==> config.mk <==
export PLATFORM = sky130hd
export DESIGN_NAME = axil_csr_master
export DESIGN_NICKNAME = d
export VERILOG_FILES = /design/src/rtl/axil_pkg.sv /design/src/rtl/axil_csr_master.sv
export SDC_FILE = /design/constraint.sdc
export NUM_CORES = 1
export LEC_CHECK = 0
export CAP_MARGIN = 25
export CORE_MARGIN = 5
export CORE_UTILIZATION = 37
export DETAILED_ROUTE_END_ITERATION = 6
export GPL_ROUTABILITY_DRIVEN = 0
export PLACE_DENSITY = 0.8
export SETUP_SLACK_MARGIN = 0.5
export SYNTH_ARGS = -nofsm -noshare
export SYNTH_HDL_FRONTEND = slang
export SYNTH_SLANG_ARGS = --single-unit
==> constraint.sdc <==
create_clock -name clk -period 1.9 [get_ports clk]
set_input_delay 0.285 -clock clk [delete_from_list [all_inputs] [get_ports clk]]
set_output_delay 0.285 -clock clk [all_outputs]
set_load 0.02 [all_outputs]
==> src/rtl/axil_pkg.sv <==
// Shared types and constants for the AXI4-Lite CSR initiator.
// Optional watchdog macro used by the top: AXIL_MASTER_TIMEOUT_EN.
`ifndef DATA_WIDTH
`define DATA_WIDTH 32
`endif

package axil_pkg;

    // Transaction sequencer states; one transaction is in flight at a time.
    typedef enum logic [2:0] {
        IDLE    = 3'd0,
        WR      = 3'd1,
        WR_RESP = 3'd2,
        RD_ADDR = 3'd3,
        RD_DATA = 3'd4,
        RSP     = 3'd5
    } state_t;

    // AXI response codes that matter to this initiator.
    localparam logic [1:0] RESP_OKAY   = 2'b00;
    localparam logic [1:0] RESP_SLVERR = 2'b10;

    // Write strobe width for the default data width.
    localparam int STRB_W = `DATA_WIDTH / 8;

    // Anything other than OKAY is reported to the requester as an error.
    function automatic logic respIsErr(input logic [1:0] resp);
        return resp != RESP_OKAY;
    endfunction

endpackage

==> src/rtl/axil_csr_master.sv <==
// AXI4-Lite initiator that turns a command/response handshake into single
// AXI4-Lite write or read transactions towards the accelerator CSR slave.
// All outputs come straight from registers.
// Optional feature macro: AXIL_MASTER_TIMEOUT_EN (sticky watchdog flag).
`ifndef CSR_ADDR_WIDTH
`define CSR_ADDR_WIDTH 32
`endif
`ifndef DATA_WIDTH
`define DATA_WIDTH 32
`endif

module axil_csr_master
    import axil_pkg::*;
#(
    parameter int ADDR_WIDTH     = `CSR_ADDR_WIDTH,
    parameter int DATA_WIDTH     = `DATA_WIDTH,
    parameter int TIMEOUT_CYCLES = 1024
) (
    input  logic                      clk,
    input  logic                      rst,

    input  logic                      cmd_valid,
    output logic                      cmd_ready,
    input  logic                      cmd_write,
    input  logic [ADDR_WIDTH-1:0]     cmd_addr,
    input  logic [DATA_WIDTH-1:0]     cmd_wdata,
    input  logic [DATA_WIDTH/8-1:0]   cmd_wstrb,

    output logic                      rsp_valid,
    input  logic                      rsp_ready,
    output logic [DATA_WIDTH-1:0]     rsp_rdata,
    output logic                      rsp_err,
    output logic                      timeout,

    output logic [ADDR_WIDTH-1:0]     m_axi_awaddr,
    output logic [2:0]                m_axi_awprot,
    output logic                      m_axi_awvalid,
    input  logic                      m_axi_awready,

    output logic [DATA_WIDTH-1:0]     m_axi_wdata,
    output logic [DATA_WIDTH/8-1:0]   m_axi_wstrb,
    output logic                      m_axi_wvalid,
    input  logic                      m_axi_wready,

    input  logic [1:0]                m_axi_bresp,
    input  logic                      m_axi_bvalid,
    output logic                      m_axi_bready,

    output logic [ADDR_WIDTH-1:0]     m_axi_araddr,
    output logic [2:0]                m_axi_arprot,
    output logic                      m_axi_arvalid,
    input  logic                      m_axi_arready,

    input  logic [DATA_WIDTH-1:0]     m_axi_rdata,
    input  logic [1:0]                m_axi_rresp,
    input  logic                      m_axi_rvalid,
    output logic                      m_axi_rready
);

    // Reject unsupported configurations at elaboration time.
    if (!(DATA_WIDTH == 32 || DATA_WIDTH == 64)) begin : g_badDataWidth
        $error("axil_csr_master: DATA_WIDTH must be 32 or 64");
    end
    if (TIMEOUT_CYCLES < 1 || TIMEOUT_CYCLES > 65535) begin : g_badTimeout
        $error("axil_csr_master: TIMEOUT_CYCLES must fit the 16-bit wait counter");
    end

    state_t                    r_state;
    logic                      r_cmdReady;
    logic [ADDR_WIDTH-1:0]     r_addr;
    logic [DATA_WIDTH-1:0]     r_wdata;
    logic [DATA_WIDTH/8-1:0]   r_wstrb;
    logic                      r_awvalid;
    logic                      r_wvalid;
    logic                      r_bready;
    logic                      r_arvalid;
    logic                      r_rready;
    logic                      r_rspValid;
    logic [DATA_WIDTH-1:0]     r_rspRdata;
    logic                      r_rspErr;

    logic                      w_cmdAccept;
    logic                      w_awDone;
    logic                      w_wDone;

    // A channel counts as finished once its valid has dropped or is being
    // accepted this cycle; the two write channels complete independently.
    assign w_cmdAccept = (r_state == IDLE) && cmd_valid;
    assign w_awDone    = !r_awvalid || m_axi_awready;
    assign w_wDone     = !r_wvalid  || m_axi_wready;

    // Main sequencer: latch the command, drive each AXI channel in turn and
    // hold the captured response until the requester takes it.
    always_ff @(posedge clk) begin
        if (rst) begin
            r_state    <= IDLE;
            r_cmdReady <= 1'b1;
            r_addr     <= '0;
            r_wdata    <= '0;
            r_wstrb    <= '0;
            r_awvalid  <= 1'b0;
            r_wvalid   <= 1'b0;
            r_bready   <= 1'b0;
            r_arvalid  <= 1'b0;
            r_rready   <= 1'b0;
            r_rspValid <= 1'b0;
            r_rspRdata <= '0;
            r_rspErr   <= 1'b0;
        end else begin
            case (r_state)
                IDLE: begin
                    if (cmd_valid) begin
                        r_addr     <= cmd_addr;
                        r_wdata    <= cmd_wdata;
                        r_wstrb    <= cmd_wstrb;
                        r_cmdReady <= 1'b0;
                        if (cmd_write) begin
                            r_awvalid <= 1'b1;
                            r_wvalid  <= 1'b1;
                            r_state   <= WR;
                        end else begin
                            r_arvalid <= 1'b1;
                            r_state   <= RD_ADDR;
                        end
                    end
                end
                WR: begin
                    if (r_awvalid && m_axi_awready) begin
                        r_awvalid <= 1'b0;
                    end
                    if (r_wvalid && m_axi_wready) begin
                        r_wvalid <= 1'b0;
                    end
                    if (w_awDone && w_wDone) begin
                        r_bready <= 1'b1;
                        r_state  <= WR_RESP;
                    end
                end
                WR_RESP: begin
                    if (m_axi_bvalid) begin
                        r_rspErr   <= respIsErr(m_axi_bresp);
                        r_rspRdata <= '0;
                        r_bready   <= 1'b0;
                        r_rspValid <= 1'b1;
                        r_state    <= RSP;
                    end
                end
                RD_ADDR: begin
                    if (m_axi_arready) begin
                        r_arvalid <= 1'b0;
                        r_rready  <= 1'b1;
                        r_state   <= RD_DATA;
                    end
                end
                RD_DATA: begin
                    if (m_axi_rvalid) begin
                        r_rspRdata <= m_axi_rdata;
                        r_rspErr   <= respIsErr(m_axi_rresp);
                        r_rready   <= 1'b0;
                        r_rspValid <= 1'b1;
                        r_state    <= RSP;
                    end
                end
                RSP: begin
                    if (rsp_ready) begin
                        r_rspValid <= 1'b0;
                        r_cmdReady <= 1'b1;
                        r_state    <= IDLE;
                    end
                end
                default: begin
                    r_state <= IDLE;
                end
            endcase
        end
    end

`ifdef AXIL_MASTER_TIMEOUT_EN
    logic [15:0] r_waitCnt;
    logic        r_timeout;
    logic [15:0] w_waitCntNext;
    logic        w_inWait;
    logic        w_enterWait;

    // Waiting states are the ones where the slave owns the next step; the
    // counter restarts each time a new waiting state is entered.
    assign w_inWait    = (r_state == WR) || (r_state == WR_RESP) ||
                         (r_state == RD_ADDR) || (r_state == RD_DATA);
    assign w_enterWait = w_cmdAccept ||
                         ((r_state == WR) && w_awDone && w_wDone) ||
                         ((r_state == RD_ADDR) && m_axi_arready);
    assign w_waitCntNext = (r_waitCnt == 16'hFFFF) ? r_waitCnt : r_waitCnt + 16'd1;

    // Saturating watchdog with a sticky flag; the bus valids are left alone
    // so the stalled transaction stays protocol-legal.
    always_ff @(posedge clk) begin
        if (rst) begin
            r_waitCnt <= '0;
            r_timeout <= 1'b0;
        end else begin
            if (w_cmdAccept) begin
                r_timeout <= 1'b0;
            end
            if (w_enterWait) begin
                r_waitCnt <= '0;
            end else if (w_inWait) begin
                r_waitCnt <= w_waitCntNext;
                if (32'(w_waitCntNext) >= 32'(TIMEOUT_CYCLES)) begin
                    r_timeout <= 1'b1;
                end
            end
        end
    end

    assign timeout = r_timeout;
`else
    assign timeout = 1'b0;
`endif

    assign cmd_ready     = r_cmdReady;
    assign rsp_valid     = r_rspValid;
    assign rsp_rdata     = r_rspRdata;
    assign rsp_err       = r_rspErr;

    assign m_axi_awaddr  = r_addr;
    assign m_axi_awprot  = 3'b000;
    assign m_axi_awvalid = r_awvalid;
    assign m_axi_wdata   = r_wdata;
    assign m_axi_wstrb   = r_wstrb;
    assign m_axi_wvalid  = r_wvalid;
    assign m_axi_bready  = r_bready;
    assign m_axi_araddr  = r_addr;
    assign m_axi_arprot  = 3'b000;
    assign m_axi_arvalid = r_arvalid;
    assign m_axi_rready  = r_rready;

endmodule

==> summary.txt, run 1 <==
Clocking
  • CTS root buf: clkbuf_16
  • CTS buffer count: 9
  • CTS tree: built
  • H-Tree Depth: 3
  • Bufs on Longest Clock Path: 2
  • Clock Sinks: 111
  • Worst skew pair latency: 0.34 ns
  • CTS clk-pin slew, worst paths: 0.07 ns

Finish
  • Fin nets: 848
  • Layout cells sized above 1: 7.307%
  • Antenna Diode Count: 0
  • FILL cells: 988
  • Layout area overhead: 65.99%

Worst setup path
  • CP Class: primary input to flip-flop
  • Max Fanout on Critical Path: 2
  • Data required time at the worst endpoint: 2.13 ns
  • CP Launch Type: primary input
  • Critical path arrival: 1.61 ns
  • CP endpoint kind: flip-flop

Synth
  • Seq/Total Area, Yosys: 52.02%
  • Yosys cell types: 32
  • Syn Area/Cell: 8.278 um^2
  • Mapped Cells: 516
  • Yosys reg bits: 111
  • Post-Syn Area: 4272 um^2
  • Synth warnings: 0

Timing
  • Slew Viols, Final: 0
  • Post-route minimum period: 1.375 ns
  • Setup TNS: 0 ns
  • Final setup fails: 0
  • RSZ-0062 raised after global routing: yes
  • Hold Fails Final Rpt: 0
  • Tcrit/Tclk final: 72.37%
  • Worst Skew: 0.009056 ns
  • Fmax: 0.7273 GHz

Global routing
  • Via count of the first global-routing pass: 4250
  • Total GRT Usage: 19.35%
  • Initial antenna violation count: 0
  • Largest net degree at the start of global routing: 52
  • First-pass GRT wire length: 22070 um
  • Remaining global-route overflow: 0

Floorplanning
  • Die width: 117.4 um
  • Core Area: 11370 um^2
  • Die Y: 117.4 um
  • Die Area: 13790 um^2
  • Core Rows: 39
  • Initial Utilization: 37.57%
  • # IOs: 261

Routing
  • Post-Route WL: 14690 um
  • DRC viols: 0
  • 1st-iter DRT viols: 341
  • Final ANT Viol Nets: 0
  • Vias/cell: 4.900
  • DR vias: 4322
  • DR WL/cell: 16.65 um
  • DR pass1 iterations: 4

Power and ir drop
  • Pleak: 3.239 nW
  • VDD IR max: 524.0 uV
  • Pwr Total: 6.926 mW
  • Pwr Density: 976.8 nW/um^2

Run status
  • Status: finished, final reports clean

Min path
  • HP Class: primary input to flip-flop

Place
  • IO buf count: 253
  • HPWL Detailed: 10420 um

Flow run
  • MaxCap Viol Count: 0
[area by class of cell]
| type | instances | area [um^2] | area share, % |
|---|---|---|---|
| well taps | 143 | 178.9 | 2.523 |
| clock inverters | 6 | 90.09 | 1.271 |
| repair buffers | 277 | 2703 | 38.12 |
| inverters | 5 | 18.77 | 0.2647 |
| clock buffers | 10 | 239.0 | 3.370 |
| multi-input cells | 330 | 1630 | 22.99 |
| flip-flops and latches | 111 | 2231 | 31.46 |
[worst max-delay path, stage by stage]
cell	delay [ns]
clkdlybuf4s50_1	0.42
nand2b_1	0.18
a311o_1	0.38
nor3b_1	0.15
nor4_1	0.19
[synthesized netlist by cell type, drive strengths merged]
library cell / count / area, um^2
nand2: 146 / 548.0
dfxtp: 111 / 2222
a21oi: 74 / 370.4
buf: 53 / 377.9
nor2: 37 / 138.9
a22oi: 32 / 240.2
clkbuf: 23 / 86.33
inv: 5 / 18.77
a31oi: 3 / 18.77
nand2b: 3 / 18.77
nand3b: 3 / 22.52
nor3b: 3 / 27.52
o21ai: 3 / 15.01
a211oi: 2 / 15.01
a21o: 2 / 15.01
nand4b: 2 / 23.77
nor3: 2 / 10.01
a21boi: 1 / 7.510
a311o: 1 / 10.01
a311oi: 1 / 8.760
and2: 1 / 6.260
conb: 1 / 3.750
mux2i: 1 / 10.01
nand3: 1 / 5.000
nor4: 1 / 6.260
nor4b: 1 / 23.77
o211ai: 1 / 7.510
or3: 1 / 6.260
or4: 1 / 7.510
[placed cells by master (no fill, tap or decap), drive strengths merged, types with 6 or more instances in the layout]
master           n
a21oi           74
a22oi           32
buf             19
clkbuf          16
clkdlybuf4s15    6
clkdlybuf4s50  112
conb             7
dfxtp          111
dlygate4sd2    133
inv              7
nand2          146
nor2            37
[registers in the layout, summed over array words and instances (netlist names)]
signal,cells
m_axi_rready,1
r_state,3
m_axi_arvalid,1
m_axi_wdata,32
m_axi_awvalid,1
rsp_valid,1
m_axi_wstrb,4
m_axi_araddr,32
m_axi_wvalid,1
m_axi_bready,1
rsp_err,1
rsp_rdata,32
cmd_ready,1
[power breakdown]
group          total (mW)  switching (mW)  leakage (nW)  internal (mW)
logic                2.13            1.19          2.17          0.935
registers            2.73           0.164         0.907           2.57
clock network        2.06           0.864         0.159           1.20
[metal layers]
layer	GRT usage [%]	part of all wire [%]	vias up
met4	8.847	2.9	0
met1	21.77	38	1994
met2	33.63	51	206
li1	-	-	2091
met5	0	0	-
met3	5.534	8.3	31
[through the flow]
stage	cell area [um^2]	worst slack (ns)	hold slack, ns	util (%)	cells
floorplan	4294	0.5079	0.4011	-	522
global placement	6724	0.1670	0.4330	59.14	853
detailed placement	6724	0.1433	0.4416	59.14	853
CTS	6934	0.5095	0.3450	60.99	871
global route	7091	0.4799	0.3838	62.36	882
finish	7091	0.5250	0.3708	62.36	882
[repair_timing]
item	in CTS	in global routing
hold endpoints to repair	0	0
gates resized for setup	147	14
cloned	1	3
pin swaps	2	4
setup endpoints to repair	249	87
setup buffers	1	8
hold buffers	0	0
[worst paths after layout]
kind                  from            to  slack [ns]  cells after the start
max reg2reg     r_state[0]       rsp_err        0.54                      4
min                    rst  rsp_rdata[2]        0.37                      2
max          m_axi_awready    r_state[0]        0.52                      5
min reg2reg      rsp_valid     rsp_valid        0.45                      2
[cell families (layout without fill, tap and decap cells)]
kind of cell    Yosys count  after routing  synth area share, %
simple gates            202            202                19.77
buf+inv                  81            298                11.31
other cells               1              7              0.08779
flops                   111            111                52.02
compound gates          120            120                16.58
mux                       1              1               0.2343
(Power assumes the default switching activity.)
==> run 2, diff against run 1 <==
- clock period: 1.9 -> 1.3 ns (I/O delays scaled with it)
==> run 2 against run 1 <==
Against the previous run: the run now ends with negative setup slack left; non-clock buffer count increased by 57; first-iteration DRC count decreased by 27%; core utilization increased by 13 points; register-to-register slack got worse by 0.67 ns; hold slack got worse by 0.28 ns; clock power increased by 31%.
==> summary.txt, run 2 (synthesized netlist as in run 1, its figures left out) <==
Run status
  • Status: finished with violations
  • Failing checks: negative setup slack

Power and ir drop
  • VDD IR max: 933.2 uV (+78%)
  • Pwr Total: 11.64 mW (+68%)
  • Pleak: 3.538 nW (+9.2%)
  • Pwr Density: 1353 nW/um^2 (+38%)

Routing
  • DR WL/cell: 19.58 um (+18%)
  • DR pass1 iterations: 4 (unchanged)
  • DR vias: 4802 (+11%)
  • 1st-iter DRT viols: 249 (-27%)
  • Vias/cell: 5.114 (+4.4%)
  • Post-Route WL: 18390 um (+25%)
  • Final ANT Viol Nets: 0 (unchanged)
  • DRC viols: 0 (unchanged)

Timing
  • Slew Viols, Final: 0 (unchanged)
  • Setup WS post-layout: -0.1291 ns (-0.6541 ns)
  • RSZ-0062 raised after global routing: yes
  • Final setup fails: 103 (+103)
  • Hold Fails Final Rpt: 0 (unchanged)
  • Worst Skew: 0.005145 ns (-0.003911 ns)
  • Hold slack: 0.09268 ns (-0.2781 ns)
  • Post-route minimum period: 1.429 ns
  • Fmax: 0.6997 GHz
  • Setup TNS: -6.136 ns (-6.136 ns)
  • Tcrit/Tclk final: 109.9%

Global routing
  • Remaining global-route overflow: 0 (unchanged)
  • Via count of the first global-routing pass: 4531 (+6.6%)
  • First-pass GRT wire length: 23360 um (+5.8%)
  • Initial antenna violation count: 0 (unchanged)
  • Total GRT Usage: 20.76% (+1.4 points)
  • Largest net degree at the start of global routing: 54 (+3.8%)

Worst setup path
  • Critical path arrival: 1.65 ns (+0.04 ns)
  • CP Launch Type: flip-flop
  • Max Fanout on Critical Path: 6 (+4)
  • CP endpoint kind: flip-flop
  • CP Class: flip-flop to flip-flop
  • Data required time at the worst endpoint: 1.52 ns (-0.61 ns)

Floorplanning
  • Initial Utilization: 37.57% (unchanged)
  • # IOs: 261 (unchanged)
  • Core Area: 11370 um^2 (unchanged)
  • Core Rows: 39 (unchanged)
  • Die width: 117.4 um (unchanged)
  • Die Y: 117.4 um (unchanged)
  • Die Area: 13790 um^2 (unchanged)

Clocking
  • CTS clk-pin slew, worst paths: 0.07 ns (about the same)
  • Clock Sinks: 111 (unchanged)
  • CTS buffer count: 9 (unchanged)
  • CTS tree: built
  • Worst skew pair latency: 0.34 ns (about the same)
  • CTS root buf: clkbuf_16
  • H-Tree Depth: 3 (unchanged)
  • Bufs on Longest Clock Path: 2 (unchanged)

Finish
  • Layout cells sized above 1: 55.65% (+48 points)
  • FILL cells: 696 (-30%)
  • Antenna Diode Count: 0 (unchanged)
  • Fin nets: 905 (+6.7%)
  • Post-route design area: 8603 um^2 (+21%)
  • Register area: 2407 um^2 (+7.9%)
  • Fin util: 75.67% (+13 points)
  • Area of the multi-input gates: 1982 um^2 (+22%)
  • Leading cell types in the layout, fill and taps excluded: buf_6, nand2_1, clkdlybuf4s50_1, dfxtp_2, buf_4
  • Layout area overhead: 101.4%
  • Most common cell after layout, fill and taps aside: buf_6
  • Final cell count without fillers: 939 (+6.5%)

Place
  • IO buf count: 253 (unchanged)
  • HPWL Detailed: 10260 um (-1.6%)
  • Placement Setup Slack: -0.3632 ns (-0.5065 ns)
  • Placed cells: 861 (+0.94%)
  • Placed Area: 6810 um^2 (+1.3%)

Flow run
  • MaxCap Viol Count: 0 (unchanged)

Min path
  • HP Class: primary input to flip-flop
==> run 2: metal layers <==
metal | global-route usage (%) | wire [um]
met5 | 0 | 0
met4 | 9.137 | 642
met3 | 7.892 | 1564
met2 | 37.31 | 9664
met1 | 21.24 | 6516
==> run 2: final timing paths <==
kind / start / endpoint / slack [ns] / cells after the start
worst min-delay path: rst / m_axi_arvalid / 0.09 / 2
worst max register to register: r_state[2] / r_state[0] / -0.13 / 5
worst min register to register: cmd_ready / cmd_ready / 0.45 / 2
worst max-delay path: r_state[2] / r_state[0] / -0.13 / 5
==> run 2: final cells by class <==
class / count / area share (%)
repair buffers: 334 / 43.22
clock inverters: 3 / 0.1745
flip-flops and latches: 111 / 27.98
clock buffers: 13 / 3.258
well taps: 143 / 2.080
multi-input cells: 330 / 23.04
inverters: 5 / 0.2472
==> run 2: worst max-delay path: stages (launching register included) <==
cell     delay, ns
dfxtp_4       0.38
buf_4         0.15
and2_1        0.13
a311o_1       0.29
nor3b_1       0.15
nor4_1        0.22
==> run 2: what timing repair did <==
item | CTS | global route
pin swaps | 18 | 21
setup buffers | 10 | 35
hold buffers | 0 | 0
setup endpoints to repair | 251 | 251
cloned | 3 | 14
gates resized for setup | 944 | 110
==> run 2: where the power goes <==
| part | internal [mW] | switching, mW |
|---|---|---|
| Clock | 1.50 | 1.20 |
| Combinational | 2.48 | 2.26 |
| Sequential | 3.83 | 0.358 |
| Total | 7.82 | 3.82 |
